$ cat src/rtl/pipe_ctrl_pkg.sv
// Shared constants for the IF/ID hazard controller: state encoding, instruction field
// positions and the canned control-output patterns.
package pipe_ctrl_pkg;

    localparam logic [1:0] RUN    = 2'd0;
    localparam logic [1:0] LSTALL = 2'd1;
    localparam logic [1:0] FLUSH  = 2'd2;

    localparam int RS_MSB = 25;
    localparam int RS_LSB = 21;
    localparam int RT_MSB = 20;
    localparam int RT_LSB = 16;

    localparam logic [31:0] NOP_INSTR = 32'h0;

    typedef struct packed {
        logic pc_we;
        logic ifid_we;
        logic ifid_flush;
        logic idex_bubble;
    } ctrl_t;

    localparam ctrl_t CTRL_RESET  = '{pc_we: 1'b0, ifid_we: 1'b0, ifid_flush: 1'b1, idex_bubble: 1'b1};
    localparam ctrl_t CTRL_BRANCH = '{pc_we: 1'b1, ifid_we: 1'b1, ifid_flush: 1'b1, idex_bubble: 1'b1};
    localparam ctrl_t CTRL_STALL  = '{pc_we: 1'b0, ifid_we: 1'b0, ifid_flush: 1'b0, idex_bubble: 1'b1};
    localparam ctrl_t CTRL_WAIT   = '{pc_we: 1'b0, ifid_we: 1'b1, ifid_flush: 1'b1, idex_bubble: 1'b0};
    localparam ctrl_t CTRL_RUN    = '{pc_we: 1'b1, ifid_we: 1'b1, ifid_flush: 1'b0, idex_bubble: 1'b0};

endpackage

$ cat src/rtl/if_id_hazard_ctrl_sat_counter16.sv
// 16-bit event counter that sticks at 16'hFFFF; async active-low reset plus sync clear.
module sat_counter16 (
    input  logic        clock,
    input  logic        reset,
    input  logic        clear,
    input  logic        enable,
    output logic [15:0] count
);

    always_ff @(posedge clock or negedge reset) begin
        if (!reset) begin
            count <= 16'h0000;
        end else if (clear) begin
            count <= 16'h0000;
        end else if (enable && (count != 16'hFFFF)) begin
            count <= count + 16'd1;
        end
    end

endmodule

$ cat src/rtl/if_id_hazard_ctrl.sv
// IF/ID and PC sequencing for load-use stalls, taken-branch flushes and imem waits.
// Statistics counters are built only when IF_ID_HAZARD_STATS_EN is defined.
//
// state  | meaning
// RUN    | normal issue; hazards answered combinationally in the same cycle
// LSTALL | remaining load-use bubble cycles, cnt counts down to 1
// FLUSH  | remaining squash cycles after a taken branch, cnt counts down to 1
module if_id_hazard_ctrl
    import pipe_ctrl_pkg::*;
#(
    parameter int LOAD_STALL_CYCLES = 1,
    parameter int FLUSH_CYCLES      = 1,
    parameter int REG_ADDR_W        = 5
) (
    input  logic                  clock,
    input  logic                  reset,
    input  logic [31:0]           ifid_instr,
    input  logic                  ifid_uses_rt,
    input  logic                  idex_mem_read,
    input  logic [REG_ADDR_W-1:0] idex_rt,
    input  logic                  ex_branch_taken,
    input  logic                  imem_ready,
    output logic                  pc_write_en,
    output logic                  if_id_write_en,
    output logic                  if_id_flush,
    output logic                  id_ex_bubble,
    output logic [15:0]           stall_count,
    output logic [15:0]           flush_count
);

    logic [1:0]            state, state_nxt;
    logic [1:0]            cnt, cnt_nxt;
    logic                  rst_active;
    logic                  in_reset;
    logic                  lu, br, br_acc;
    logic [REG_ADDR_W-1:0] rs_f, rt_f;
    ctrl_t                 ctrl;
    logic                  unused_instr_bits;

    assign rs_f = REG_ADDR_W'(ifid_instr[RS_MSB:RS_LSB]);
    assign rt_f = REG_ADDR_W'(ifid_instr[RT_MSB:RT_LSB]);
    assign unused_instr_bits = ^{ifid_instr[31:26], ifid_instr[15:0]};

    assign lu = idex_mem_read && (idex_rt != '0) &&
                ((idex_rt == rs_f) || (ifid_uses_rt && (idex_rt == rt_f)));
    assign br = ex_branch_taken;

    // rst_active keeps the reset outputs until the first edge after release
    assign in_reset = rst_active || !reset;

    always_comb begin
        ctrl      = CTRL_RUN;
        state_nxt = state;
        cnt_nxt   = cnt;
        br_acc    = 1'b0;
        if (in_reset) begin
            ctrl      = CTRL_RESET;
            state_nxt = RUN;
            cnt_nxt   = 2'd0;
        end else if (br) begin
            ctrl   = CTRL_BRANCH;
            br_acc = 1'b1;
            if (FLUSH_CYCLES > 1) begin
                state_nxt = FLUSH;
                cnt_nxt   = 2'(FLUSH_CYCLES - 1);
            end else begin
                state_nxt = RUN;
                cnt_nxt   = 2'd0;
            end
        end else begin
            case (state)
                LSTALL: begin
                    ctrl    = CTRL_STALL;
                    cnt_nxt = cnt - 2'd1;
                    if (cnt == 2'd1) state_nxt = RUN;
                end
                FLUSH: begin
                    ctrl       = CTRL_BRANCH;
                    ctrl.pc_we = imem_ready;
                    cnt_nxt    = cnt - 2'd1;
                    if (cnt == 2'd1) state_nxt = RUN;
                end
                default: begin
                    if (lu) begin
                        ctrl = CTRL_STALL;
                        if (LOAD_STALL_CYCLES > 1) begin
                            state_nxt = LSTALL;
                            cnt_nxt   = 2'(LOAD_STALL_CYCLES - 1);
                        end
                    end else if (!imem_ready) begin
                        ctrl = CTRL_WAIT;
                    end else begin
                        ctrl = CTRL_RUN;
                    end
                end
            endcase
        end
    end

    always_ff @(posedge clock or negedge reset) begin
        if (!reset) begin
            state      <= RUN;
            cnt        <= 2'd0;
            rst_active <= 1'b1;
        end else begin
            state      <= state_nxt;
            cnt        <= cnt_nxt;
            rst_active <= 1'b0;
        end
    end

    assign pc_write_en    = ctrl.pc_we;
    assign if_id_write_en = ctrl.ifid_we;
    assign if_id_flush    = ctrl.ifid_flush;
    assign id_ex_bubble   = ctrl.idex_bubble;

`ifdef IF_ID_HAZARD_STATS_EN
    sat_counter16 u_stall_cnt (
        .clock  (clock),
        .reset  (reset),
        .clear  (rst_active),
        .enable (!in_reset && !ctrl.pc_we),
        .count  (stall_count)
    );

    sat_counter16 u_flush_cnt (
        .clock  (clock),
        .reset  (reset),
        .clear  (rst_active),
        .enable (br_acc),
        .count  (flush_count)
    );
`else
    logic unused_stats;
    assign unused_stats = br_acc;
    assign stall_count  = 16'h0000;
    assign flush_count  = 16'h0000;
`endif

endmodule
$ cat config.mk
export PLATFORM = sky130hd
export DESIGN_NAME = if_id_hazard_ctrl
export DESIGN_NICKNAME = d
export VERILOG_FILES = /design/src/rtl/pipe_ctrl_pkg.sv /design/src/rtl/if_id_hazard_ctrl_sat_counter16.sv /design/src/rtl/if_id_hazard_ctrl.sv
export SDC_FILE = /design/constraint.sdc
export NUM_CORES = 1
export LEC_CHECK = 0
export BUFFER_PORTS_ARGS = -buffer_cell sky130_fd_sc_hd__buf_4
export CAP_MARGIN = 10
export CORE_MARGIN = 1.5
export CORE_UTILIZATION = 27
export CTS_CLUSTER_SIZE = 40
export DETAILED_ROUTE_END_ITERATION = 7
export PLACE_DENSITY = 0.83
export SYNTH_ARGS = -nofsm -noshare
export SYNTH_HDL_FRONTEND = slang
export SYNTH_SLANG_ARGS = --single-unit
$ cat constraint.sdc
create_clock -name clock -period 1.4 [get_ports clock]
set_clock_uncertainty 0.05 [all_clocks]
set_input_delay 0.14 -clock clock [delete_from_list [all_inputs] [get_ports clock]]
set_output_delay 0.14 -clock clock [all_outputs]
set_load 0.02 [all_outputs]
Word level (Yosys, flattened, before mapping)
Cells that the tools add are included.
{"block": "word_totals", "reg_bits": 5, "input_bits": 43, "wordCells": 32}
{"block": "classes", "add_sub_neg": 1, "n_eq_ne": 5, "muxes": 12, "n_reduce_logical": 11}
{"operator": "4-bit two-way mux", "count": 4}
{"operator": "2-bit two-way mux", "count": 7}
{"operator": "5-bit == test", "count": 2}
{"operator": "4-bit case mux with 2 select lines", "count": 1}
{"operator": "3-bit nonzero test", "count": 2}
{"operator": "5-bit nonzero test", "count": 1}
{"operator": "2-bit by 1-bit == test with 1-bit output, second input constant", "count": 2}
{"operator": "1-bit logical AND", "count": 3}
{"operator": "2-bit == test, second input constant", "count": 1}
{"operator": "1-bit logical OR", "count": 2}
{"operator": "2-bit AND reduction", "count": 1}
{"operator": "2-bit OR reduction", "count": 1}
{"operator": "2-bit by 1-bit subtractor with 2-bit output, second input constant", "count": 1}
{"operator": "1-bit logical NOT", "count": 1}

Longest topological paths before layout
Gate-level depths: netlist of run 1.
{"block": "logic_depth", "word_depth": 8, "depth_mapped": 4, "mapped_depth_nobuf": 4}

Worst setup path before layout of run 1
No wires, ideal clock.
{"block": "synth_path", "path_kind": "reg-to-output", "startpoint": "register rst_active", "endpoint": "output if_id_flush", "arrival_ps": 1123, "required_ps": 1210, "path_slack_ps": 87, "path_stages_with_launch": 4, "n_path_buf": 0, "cell_sequence": "dfstp_2 > nand2b_1 > nor2_1 > a22oi_1"}
{"block": "synth_between", "elab_chain_cells": 2}
{"item": "start: declaration", "line_no": "if_id_hazard_ctrl.sv:33", "text": "logic rst_active;"}
{"item": "start signal: assignment", "line_no": "if_id_hazard_ctrl.sv:104", "text": "rst_active <= 1'b1;"}
{"item": "start signal: assignment", "line_no": "if_id_hazard_ctrl.sv:108", "text": "rst_active <= 1'b0;"}
{"item": "1-bit logical OR", "line_no": "if_id_hazard_ctrl.sv:49", "text": "assign in_reset = rst_active || !reset;"}
{"item": "4-bit two-way mux", "line_no": "if_id_hazard_ctrl.sv:56", "text": "if (in_reset) begin"}
{"item": "end: declaration", "line_no": "if_id_hazard_ctrl.sv:25", "text": "output logic if_id_flush,"}
Every way passes these cells.

Worst setup path in the final report of run 1
{"block": "layout_path", "startpoint": "input idex_rt[3]", "endpoint": "output id_ex_bubble"}
{"block": "layout_between", "elab_chain_cells": 8, "elab_cells_between_ends": 11}
{"item": "start: declaration", "line_no": "if_id_hazard_ctrl.sv:20", "text": "input logic [REG_ADDR_W-1:0] idex_rt,"}
{"item": "5-bit == test", "line_no": "if_id_hazard_ctrl.sv:45", "text": "((idex_rt == rs_f) || (ifid_uses_rt && (idex_rt == rt_f)));"}
{"item": "1-bit logical AND", "line_no": "if_id_hazard_ctrl.sv:45"}
{"item": "1-bit logical OR", "line_no": "if_id_hazard_ctrl.sv:45"}
{"item": "1-bit logical AND (*)", "line_no": "if_id_hazard_ctrl.sv:44", "text": "assign lu = idex_mem_read && (idex_rt != '0) &&"}
{"item": "4-bit two-way mux (*)", "line_no": "if_id_hazard_ctrl.sv:84", "text": "if (lu) begin"}
{"item": "4-bit case mux with 2 select lines (*)", "line_no": "if_id_hazard_ctrl.sv:71", "text": "case (state)"}
{"item": "4-bit two-way mux (*)", "line_no": "if_id_hazard_ctrl.sv:60", "text": "end else if (br) begin"}
{"item": "4-bit two-way mux (*)", "line_no": "if_id_hazard_ctrl.sv:56"}
{"item": "end: declaration", "line_no": "if_id_hazard_ctrl.sv:26", "text": "output logic id_ex_bubble,"}
Mark *: on every way between the ends. The rest lies on a longest branch, timed or not.

==> results of run 1 <==
-- cells by family after synthesis --
group,share of synthesized area
AO/OA/AOI/OAI,0.1207
flip-flops,0.05513
other,0.007866
buffers and inverters,0.5118
AND/OR/NAND/NOR,0.1207
XOR/XNOR,0.1837
-- cell usage after synthesis --
library cell / instances
nand4_1: 1
nor3_1: 1
nor4_2: 1
o22ai_2: 1
buf_4: 32
dfstp_2: 1
a21bo_2: 1
conb_1: 1
inv_1: 1
nand3_1: 1
nor2_1: 3
a22oi_1: 1
nand2_1: 3
a211oi_2: 1
xnor2_1: 10
nand2b_1: 1
a21oi_1: 1
a311o_1: 1
-- worst max-delay path by stage --
| stage | startpoint | end | slack [ns] |
|---|---|---|---|
| 5_1_grt | idex_rt[1] | if_id_flush | -0.009 |
| 2_1_floorplan | rst_active$_DFF_PN1_ | if_id_flush | 0.09 |
| 3_5_place_dp | idex_rt[3] | pc_write_en | -0.04 |
| 4_1_cts | idex_rt[3] | pc_write_en | 0.001 |
| 6_report | idex_rt[3] | id_ex_bubble | 0.06 |
| 3_3_place_gp | idex_rt[3] | pc_write_en | -0.01 |
-- critical path: cells and delay by family --
| family | cells | cell delay, ns |
|---|---|---|
| buffers and inverters | 3 | 0.39 |
| xor gates and xnor gates | 1 | 0.13 |
| AOI/OAI and AO/OA | 2 | 0.41 |
| and+or+nand+nor | 1 | 0.08 |
-- timing repair --
action | 4_1_cts | 5_1_grt
gates resized for setup | 2 | 6
setup endpoints to repair | 3 | 3
pin swaps | 0 | 7
-- power by group --
part	leakage (nW)	switching [mW]	internal, mW
Combinational	0.295	0.136	0.0814
Clock	0	0	0
Sequential	0.0105	0.000309	0.0319
Total	0.305	0.136	0.113
-- metal layers --
metal  vias up  track usage  share of wire  routed length, um
li1        186            -              -                  -
met1       168      0.07282           0.32                284
met2        43       0.1657           0.50                441
met3         2      0.01600           0.18                160
met4         0            0         0.0022                  2
met5         -            0              0                  0
-- area by class of cell --
type	count	area, um^2
fill	175	1084
inverter	1	3.754
multi-input combinational	60	355.3
timing repair buffer	25	198.9
sequential	1	26.28
tap	17	21.27
==> qor.json, run 1 <==
{
  "power": {
    "cellLeakagePower_nw": 0.3051,
    "p_per_area_mw_per_mm2": 411.9,
    "design_power_total_uw": 249.5,
    "worst_vdd_drop_v": 0.0001620
  },
  "layout": {
    "antenna_cells": 0,
    "largest_register": "rst_active",
    "most_frequent_cells_in_the_layout": "33 x conb_1, 22 x buf_4, 9 x xnor2_1",
    "layout-area-overhead-vs-synth_pct": 27.03,
    "nets": 132,
    "largest_register_ffs": 1,
    "final_common_cell": "conb_1",
    "post_route_cells_drive_above_1_share": 0.3793,
    "finalInstanceArea_um2": 605.6,
    "final_cells": 104,
    "final_core_util": 0.3585,
    "biggestRegsByFlops": "rst_active (1)"
  },
  "global_routing": {
    "first_pass_grt_wire_length_mm": 1.193,
    "maximum_number_of_pins_on_one_net_before_global_route_repair": 6,
    "initial_antenna_violation_count": 0,
    "gr-usage-all-layers": 0.07560,
    "grt_pass1_vias": 301,
    "globalRouteOverflowTotal": 0
  },
  "worst_setup_path": {
    "critical-path-max-stage-delay_ns": 0.21,
    "critPathMaxFanout": 4,
    "worstSetupPathType": "in -> out",
    "cp_max_stage_cell": "a311o_1",
    "critical_path_required_ns": 1.21,
    "arrival_worst_endpoint_ns": 1.15,
    "setup.worst_path.start_class": "input pin",
    "worst_setup_path_end_kind": "output pin",
    "crit_top_cell": "buf_4",
    "worstPathCellList": "buf_4 > buf_4 > xnor2_2 > nand2_2 > o22ai_4 > a311o_1 > buf_6"
  },
  "route": {
    "route.detailed.vias_per_inst": 3.837,
    "detailroute.via_count": 399,
    "drt_iter0_drc": 6,
    "route.detailed.drc": 0,
    "drt_first_pass_iters": 4,
    "route.antenna.remaining_nets": 0,
    "wirelength_um": 889,
    "detail_route.wl_per_cell_um": 8.548
  },
  "timing": {
    "maxClockFrequency_ghz": 0.7438,
    "tns_ns": 0,
    "worst_slack_ns": 0.05547,
    "report.final.slew_viol_count": 0,
    "setup_viol": 0,
    "hold_viol": 0,
    "post-route-min-period_ns": 1.345,
    "whs_ns": 0.03743,
    "layout_worst_path_cycle_share": 0.9604,
    "rsz_0062_raised_after_global_routing": "yes"
  },
  "floorplan": {
    "die_width_um": 45.02,
    "placementRows": 15,
    "floorplan.io_pins": 79,
    "core_region_area_mm2": 0.001689,
    "starting_density": 0.2822,
    "die_area_mm2": 0.002027,
    "die_h_um": 45.02
  },
  "placement": {
    "post_dp_cell_area_um2": 565.5,
    "post-dp-hpwl_um": 795,
    "input_output_buffers": 24,
    "place_ws_ns": -0.03632,
    "globalplace.congestion": 0.6648,
    "placedCellCount": 104
  },
  "logic_synthesis": {
    "ys_seq_area_frac": 0.05512,
    "netlist-cell-type-count": 18,
    "synth_largest_type_area_fraction": 0.5039,
    "syn_avg_cell_area_um2": 7.689,
    "synth.area.top_cells": "buf_4 50%, xnor2_1 18%, dfstp_2 5.5%",
    "synth-seq-cells": 1,
    "yosys_warning_total": 0,
    "netlist_instances": 62,
    "yosysTopAreaCell": "buf_4",
    "netlist_area_um2": 476.7
  },
  "cts": {
    "ctsHoldBuffers": 0,
    "postCtsSetupRepairBufs": 0,
    "clock_pin_slew_on_the_worst_setup_and_hold_paths_ns": 0
  },
  "status": {
    "run_status": "finished clean"
  },
  "job": {
    "drv_cap": 0
  },
  "hold_path": {
    "hold_path.class": "in -> async"
  }
}
Power figures use the tool's default switching activity.
==> run 2, diff against run 1 <==
--- a/config.mk
+++ b/config.mk
@@ -8,10 +8,10 @@
 export BUFFER_PORTS_ARGS = -buffer_cell sky130_fd_sc_hd__buf_4
 export CAP_MARGIN = 10
 export CORE_MARGIN = 1.5
-export CORE_UTILIZATION = 27
+export CORE_UTILIZATION = 29
 export CTS_CLUSTER_SIZE = 40
 export DETAILED_ROUTE_END_ITERATION = 7
-export PLACE_DENSITY = 0.83
+export PLACE_DENSITY = 0.88
 export SYNTH_ARGS = -nofsm -noshare
 export SYNTH_HDL_FRONTEND = slang
 export SYNTH_SLANG_ARGS = --single-unit
==> constraint.sdc (replaced) <==
create_clock -name clock -period 1.68 [get_ports clock]
set_clock_uncertainty 0.05 [all_clocks]
set_input_delay 0.168 -clock clock [delete_from_list [all_inputs] [get_ports clock]]
set_output_delay 0.168 -clock clock [all_outputs]
set_load 0.02 [all_outputs]
==> run 2 against run 1 <==
Sequential share of layout area rose by 0.38 points. Die area down 6.4%. Critical path depth fell by 1. Total power down 23%. First-iteration DRC count decreased by 17%. Hold slack gained 0.021 ns. Largest cell class unchanged. Design area shrank 8.1%. Global-route usage shrank 0.68 points. Cell count shrank 1.9%. Highest routed layer is now met3. Sequential power fell by 17%. Flip-flop and latch count did not move. Via count decreased by 3.8%.
==> qor.json, run 2 (same netlist as run 1, synthesis figures left out) <==
{
  "placement": {
    "post-dp-hpwl": {"value": 723.7, "unit": "um", "change": "-9.0%"},
    "input_output_buffers": {"value": 24, "change": "unchanged"},
    "placedCellCount": {"value": 102, "change": "-1.9%"},
    "place_ws": {"value": 0.1744, "unit": "ns", "change": "+0.2107 ns"},
    "globalplace.congestion": {"value": 0.6037, "change": "-9.2%"}
  },
  "layout": {
    "antenna_cells": {"value": 0, "change": "unchanged"},
    "largest_register_ffs": {"value": 1, "change": "unchanged"},
    "post_route_cells_drive_above_1_share": {"value": 0.3372, "change": "-0.04210"},
    "filler_cell_count": {"value": 158, "change": "-9.7%"},
    "biggestRegsByFlops": "rst_active (1)",
    "final_common_cell": "conb_1",
    "final_cells": {"value": 102, "change": "-1.9%"},
    "layout-area-overhead-vs-synth_pct": 16.80,
    "most_frequent_cells_in_the_layout": "33 x conb_1, 24 x buf_4, 10 x xnor2_1",
    "largest_register": "rst_active",
    "nets": {"value": 131, "change": "-0.76%"}
  },
  "global_routing": {
    "first_pass_grt_wire_length": {"value": 1.069, "unit": "mm", "change": "-10%"},
    "maximum_number_of_pins_on_one_net_before_global_route_repair": {"value": 6, "change": "unchanged"},
    "grt_pass1_vias": {"value": 293, "change": "-2.7%"},
    "initial_antenna_violation_count": {"value": 0, "change": "unchanged"},
    "gr-usage-all-layers": {"value": 0.06876, "change": "-0.006835"},
    "globalRouteOverflowTotal": {"value": 0, "change": "unchanged"}
  },
  "timing": {
    "maxClockFrequency_ghz": 0.6785,
    "rsz_0062_raised_after_global_routing": "no",
    "post-route-min-period_ns": 1.474,
    "layout_worst_path_cycle_share": 0.8773,
    "whs": {"value": 0.05809, "unit": "ns", "change": "+0.02066 ns"},
    "report.final.slew_viol_count": {"value": 0, "change": "unchanged"},
    "hold_viol": {"value": 0, "change": "unchanged"},
    "tns": {"value": 0, "unit": "ns", "change": "unchanged"},
    "setup_viol": {"value": 0, "change": "unchanged"},
    "worst_slack": {"value": 0.2061, "unit": "ns", "change": "+0.1507 ns"}
  },
  "route": {
    "detailroute.via_count": {"value": 384, "change": "-3.8%"},
    "drt_first_pass_iters": {"value": 2, "change": "-2"},
    "detail_route.wl_per_cell": {"value": 7.461, "unit": "um", "change": "-13%"},
    "route.detailed.vias_per_inst": {"value": 3.765, "change": "-1.9%"},
    "wirelength": {"value": 761, "unit": "um", "change": "-14%"},
    "drt_iter0_drc": {"value": 5, "change": "-1"},
    "route.detailed.drc": {"value": 0, "change": "unchanged"},
    "route.antenna.remaining_nets": {"value": 0, "change": "unchanged"}
  },
  "floorplan": {
    "core_region_area": {"value": 0.001524, "unit": "mm^2", "change": "-9.8%"},
    "die_h": {"value": 43.55, "unit": "um", "change": "-3.3%"},
    "starting_density": {"value": 0.3128, "change": "+0.03059"},
    "die_width": {"value": 43.55, "unit": "um", "change": "-3.3%"},
    "die_area": {"value": 0.001896, "unit": "mm^2", "change": "-6.4%"},
    "floorplan.io_pins": {"value": 79, "change": "unchanged"},
    "placementRows": {"value": 14, "change": "-1"}
  },
  "worst_setup_path": {
    "critPathMaxFanout": {"value": 3, "change": "-1"},
    "worstSetupPathType": "in -> out",
    "critical_path_required": {"value": 1.46, "unit": "ns", "change": "+0.25 ns"},
    "arrival_worst_endpoint": {"value": 1.26, "unit": "ns", "change": "+0.11 ns"},
    "setup.worst_path.start_class": "input pin",
    "worst_setup_path_end_kind": "output pin",
    "startpoint": "idex_rt[3]"
  },
  "job": {
    "drv_cap": {"value": 0, "change": "unchanged"}
  },
  "cts": {
    "cts.repair.resized": {"value": 0, "change": "-2"},
    "postCtsSetupRepairBufs": {"value": 0, "change": "unchanged"},
    "ctsHoldBuffers": {"value": 0, "change": "unchanged"},
    "clock_pin_slew_on_the_worst_setup_and_hold_paths": {"value": 0, "unit": "ns", "change": "unchanged"}
  },
  "power": {
    "design_power_total": {"value": 191.2, "unit": "uW", "change": "-23%"},
    "worst_vdd_drop": {"value": 0.0001750, "unit": "V", "change": "+8.0%"},
    "p_per_area": {"value": 343.4, "unit": "mW/mm^2", "change": "-17%"},
    "cellLeakagePower": {"value": 0.2884, "unit": "nW", "change": "-5.5%"}
  },
  "status": {
    "run_status": "finished clean"
  },
  "hold_path": {
    "hold_path.class": "in -> async"
  }
}
## run 2: final cells by class
| class | count | area (um^2) | share of cell area |
|---|---|---|---|
| flip-flops and latches | 1 | 26.28 | 0.04719 |
| repair buffers | 24 | 180.2 | 0.3236 |
| multi-input cells | 60 | 326.6 | 0.5865 |
| well taps | 16 | 20.02 | 0.03596 |
| inverters | 1 | 3.754 | 0.006742 |
## run 2: report_power, final
| group | total [mW] | switching, mW | internal (mW) |
|---|---|---|---|
| logic | 0.164 | 0.104 | 0.0599 |
| clock network | 0 | 0 | 0 |
| registers | 0.0268 | 0.000223 | 0.0266 |
## run 2: through the flow
stage | instance area, um^2 | util
after floorplan | 596.8 | -
after global placement | 556.8 | 0.3654
after detailed placement | 556.8 | 0.3654
after CTS | 556.8 | 0.3654
after global routing | 556.8 | 0.3654
final | 556.8 | 0.3654
## run 2: worst paths after layout
kind                       cells past startpoint  slack (ns)                   end
hold / removal                                 1        0.06  rst_active$_DFF_PN1_
max in group asynchronous                      1        1.50  rst_active$_DFF_PN1_
setup / recovery                               6        0.21           pc_write_en
min in group clock                             3        0.59           if_id_flush
## run 2: critical path: stages
cell      delay (ns)
buf_4           0.13
nor4_2          0.33
a21bo_2         0.20
nor2_1          0.05
a211oi_2        0.21
buf_4           0.17
## run 2: metal layers
| metal | part of all wire | GRT usage |
|---|---|---|
| met5 | 0 | 0 |
| met4 | 0 | 0 |
| met3 | 0.19 | 0.01250 |
| met2 | 0.51 | 0.1471 |
| met1 | 0.30 | 0.07035 |
==> run 3, diff against run 2 <==
--- a/config.mk
+++ b/config.mk
@@ -12,6 +12,7 @@
 export CTS_CLUSTER_SIZE = 40
 export DETAILED_ROUTE_END_ITERATION = 7
 export PLACE_DENSITY = 0.88
+export SETUP_SLACK_MARGIN = 0.3
 export SYNTH_ARGS = -nofsm -noshare
 export SYNTH_HDL_FRONTEND = slang
 export SYNTH_SLANG_ARGS = --single-unit
==> run 3 against run 2 <==
Sequential share of layout area is 0.73 points lower. Cell count stayed put. Worst setup slack better by 0.056 ns. Combinational power is 21% higher. Core utilization is 6.7 points higher. Design area is 18% higher.
==> qor.json, run 3 (same netlist as run 1, synthesis figures left out) <==
{
  "power": {
    "combPwrFrac": {"value": 0.881, "change": "+0.021"},
    "cellLeakagePower": {"value": 0.3417, "unit": "nW", "change": "+18%"},
    "internal_power": {"value": 104.5, "unit": "uW", "change": "+21%"},
    "sw_frac_of_total": {"value": 0.5362, "change": "-0.01105"},
    "p_per_area": {"value": 342.5, "unit": "mW/mm^2", "change": "-0.26%"},
    "clock_power_share": {"value": 0, "change": "unchanged"},
    "design_power_total": {"value": 225.4, "unit": "uW", "change": "+18%"},
    "worst_vdd_drop": {"value": 0.0001878, "unit": "V", "change": "+7.3%"},
    "power_switching": {"value": 120.9, "unit": "uW", "change": "+16%"},
    "power_frac_seq": {"value": 0.119, "change": "-0.021"}
  },
  "worst_setup_path": {
    "critical_path_required": {"value": 1.46, "unit": "ns", "change": "about the same"},
    "worstSetupPathType": "in -> out",
    "cp_max_stage_cell": "xnor2_1",
    "critical-path-max-stage-delay": {"value": 0.24, "unit": "ns", "change": "-0.09 ns"},
    "critPathMaxFanout": {"value": 4, "change": "+1"},
    "setup.worst_path.start_class": "input pin",
    "arrival_worst_endpoint": {"value": 1.20, "unit": "ns", "change": "-0.06 ns"},
    "worst_setup_path_end_kind": "output pin",
    "worstPathCellList": "buf_6 > xnor2_1 > nand3_2 > o22ai_4 > a311o_1 > buf_6",
    "crit_top_cell": "buf_6"
  },
  "timing": {
    "report.final.slew_viol_count": {"value": 0, "change": "unchanged"},
    "whs": {"value": 0.05823, "unit": "ns", "change": "+0.0001427 ns"},
    "hold_viol": {"value": 0, "change": "unchanged"},
    "layout_worst_path_cycle_share": {"value": 0.8440, "change": "-0.03325"},
    "maxClockFrequency": {"value": 0.7052, "unit": "GHz", "change": "+3.9%"},
    "tns": {"value": 0, "unit": "ns", "change": "unchanged"},
    "rsz_0062_raised_after_global_routing": "yes",
    "post-route-min-period": {"value": 1.418, "unit": "ns", "change": "-0.05587 ns"},
    "setup_viol": {"value": 0, "change": "unchanged"}
  },
  "route": {
    "route.antenna.remaining_nets": {"value": 0, "change": "unchanged"},
    "route.detailed.vias_per_inst": {"value": 3.873, "change": "+2.9%"},
    "detailroute.via_count": {"value": 395, "change": "+2.9%"},
    "drt_iter0_drc": {"value": 1, "change": "-4"},
    "detail_route.wl_per_cell": {"value": 9.235, "unit": "um", "change": "+24%"},
    "drt_first_pass_iters": {"value": 2, "change": "unchanged"},
    "wirelength": {"value": 942, "unit": "um", "change": "+24%"},
    "route.detailed.drc": {"value": 0, "change": "unchanged"}
  },
  "layout": {
    "post_route_cells_drive_above_1_share": {"value": 0.4651, "change": "+0.1279"},
    "largest_register_ffs": {"value": 1, "change": "unchanged"},
    "multiInputGateArea": {"value": 412.9, "unit": "um^2", "change": "+26%"},
    "register_area": {"value": 26.28, "unit": "um^2", "change": "unchanged"},
    "nets": {"value": 131, "change": "unchanged"},
    "final_core_util": {"value": 0.4319, "change": "+0.06650"},
    "final_common_cell": "conb_1",
    "largest_register": "rst_active",
    "antenna_cells": {"value": 0, "change": "unchanged"},
    "most_frequent_cells_in_the_layout": "33 x conb_1, 20 x buf_4, 8 x xnor2_2",
    "filler_cell_count": {"value": 156, "change": "-1.3%"},
    "finalInstanceArea": {"value": 658.1, "unit": "um^2", "change": "+18%"},
    "layout-area-overhead-vs-synth_pct": 38.06,
    "biggestRegsByFlops": "rst_active (1)"
  },
  "floorplan": {
    "core_region_area": {"value": 0.001524, "unit": "mm^2", "change": "unchanged"},
    "placementRows": {"value": 14, "change": "unchanged"},
    "die_width": {"value": 43.55, "unit": "um", "change": "unchanged"},
    "starting_density": {"value": 0.3128, "change": "unchanged"},
    "die_area": {"value": 0.001896, "unit": "mm^2", "change": "unchanged"},
    "floorplan.io_pins": {"value": 79, "change": "unchanged"},
    "die_h": {"value": 43.55, "unit": "um", "change": "unchanged"}
  },
  "cts": {
    "ctsHoldBuffers": {"value": 0, "change": "unchanged"},
    "clock_pin_slew_on_the_worst_setup_and_hold_paths": {"value": 0, "unit": "ns", "change": "unchanged"},
    "postCtsSetupRepairBufs": {"value": 0, "change": "unchanged"}
  },
  "global_routing": {
    "initial_antenna_violation_count": {"value": 0, "change": "unchanged"},
    "grt_pass1_vias": {"value": 324, "change": "+11%"},
    "first_pass_grt_wire_length": {"value": 1.200, "unit": "mm", "change": "+12%"},
    "globalRouteOverflowTotal": {"value": 0, "change": "unchanged"},
    "gr-usage-all-layers": {"value": 0.07901, "change": "+0.01025"},
    "maximum_number_of_pins_on_one_net_before_global_route_repair": {"value": 6, "change": "unchanged"}
  },
  "placement": {
    "input_output_buffers": {"value": 24, "change": "unchanged"},
    "post-dp-hpwl": {"value": 723.7, "unit": "um", "change": "unchanged"},
    "globalplace.congestion": {"value": 0.6037, "change": "unchanged"},
    "post_dp_cell_area": {"value": 556.8, "unit": "um^2", "change": "unchanged"}
  },
  "status": {
    "run_status": "finished clean"
  },
  "hold_path": {
    "hold_path.class": "in -> async"
  },
  "job": {
    "drv_cap": {"value": 0, "change": "unchanged"}
  }
}
[run 3: per-stage QoR]
step / setup WS, ns / instances
6_report: 0.2620 / 102
4_1_cts: 0.2983 / 102
3_5_place_dp: 0.1744 / 102
5_1_grt: 0.1725 / 102
2_1_floorplan: 0.3386 / 94
3_3_place_gp: 0.2060 / 102
[run 3: final cells by class]
class                           count  area share
Timing Repair Buffer               24      0.2966
Sequential cell                     1     0.03992
Inverter                            1    0.005703
Tap cell                           16     0.03042
Multi-Input combinational cell     60      0.6274
[run 3: what timing repair did]
item,4_1_cts,5_1_grt
gates resized for setup,9,8
setup endpoints to repair,4,4
cloned,0,0
pin swaps,9,8
[run 3: final timing paths]
check / end / startpoint / cells past startpoint
max in group asynchronous: rst_active$_DFF_PN1_ / reset / 1
min in group clock: if_id_flush / imem_ready / 3
worst max-delay path: id_ex_bubble / idex_rt[4] / 6
worst min-delay path: rst_active$_DFF_PN1_ / reset / 1
[run 3: power groups by stage]
stage,combinational (mW),clock (mW),sequential (mW)
2_1_floorplan,0.165,0,0.0267
3_3_place_gp,0.162,0,0.0268
3_5_place_dp,0.164,0,0.0269
4_1_cts,0.181,0,0.0269
5_1_grt,0.213,0,0.0270
6_report,0.199,0,0.0269
[run 3: per-layer routing]
metal / share of wire / global-route usage
met1: 0.27 / 0.07305
met2: 0.59 / 0.1765
met3: 0.14 / 0.01667
met4: 0 / 0
met5: 0 / 0
[run 3: critical path: cells and delay by family]
family / cells / cell delay, ns
AOI/OAI and AO/OA: 2 / 0.43
xor gates and xnor gates: 1 / 0.24
buffers and inverters: 2 / 0.23
and+or+nand+nor: 1 / 0.12
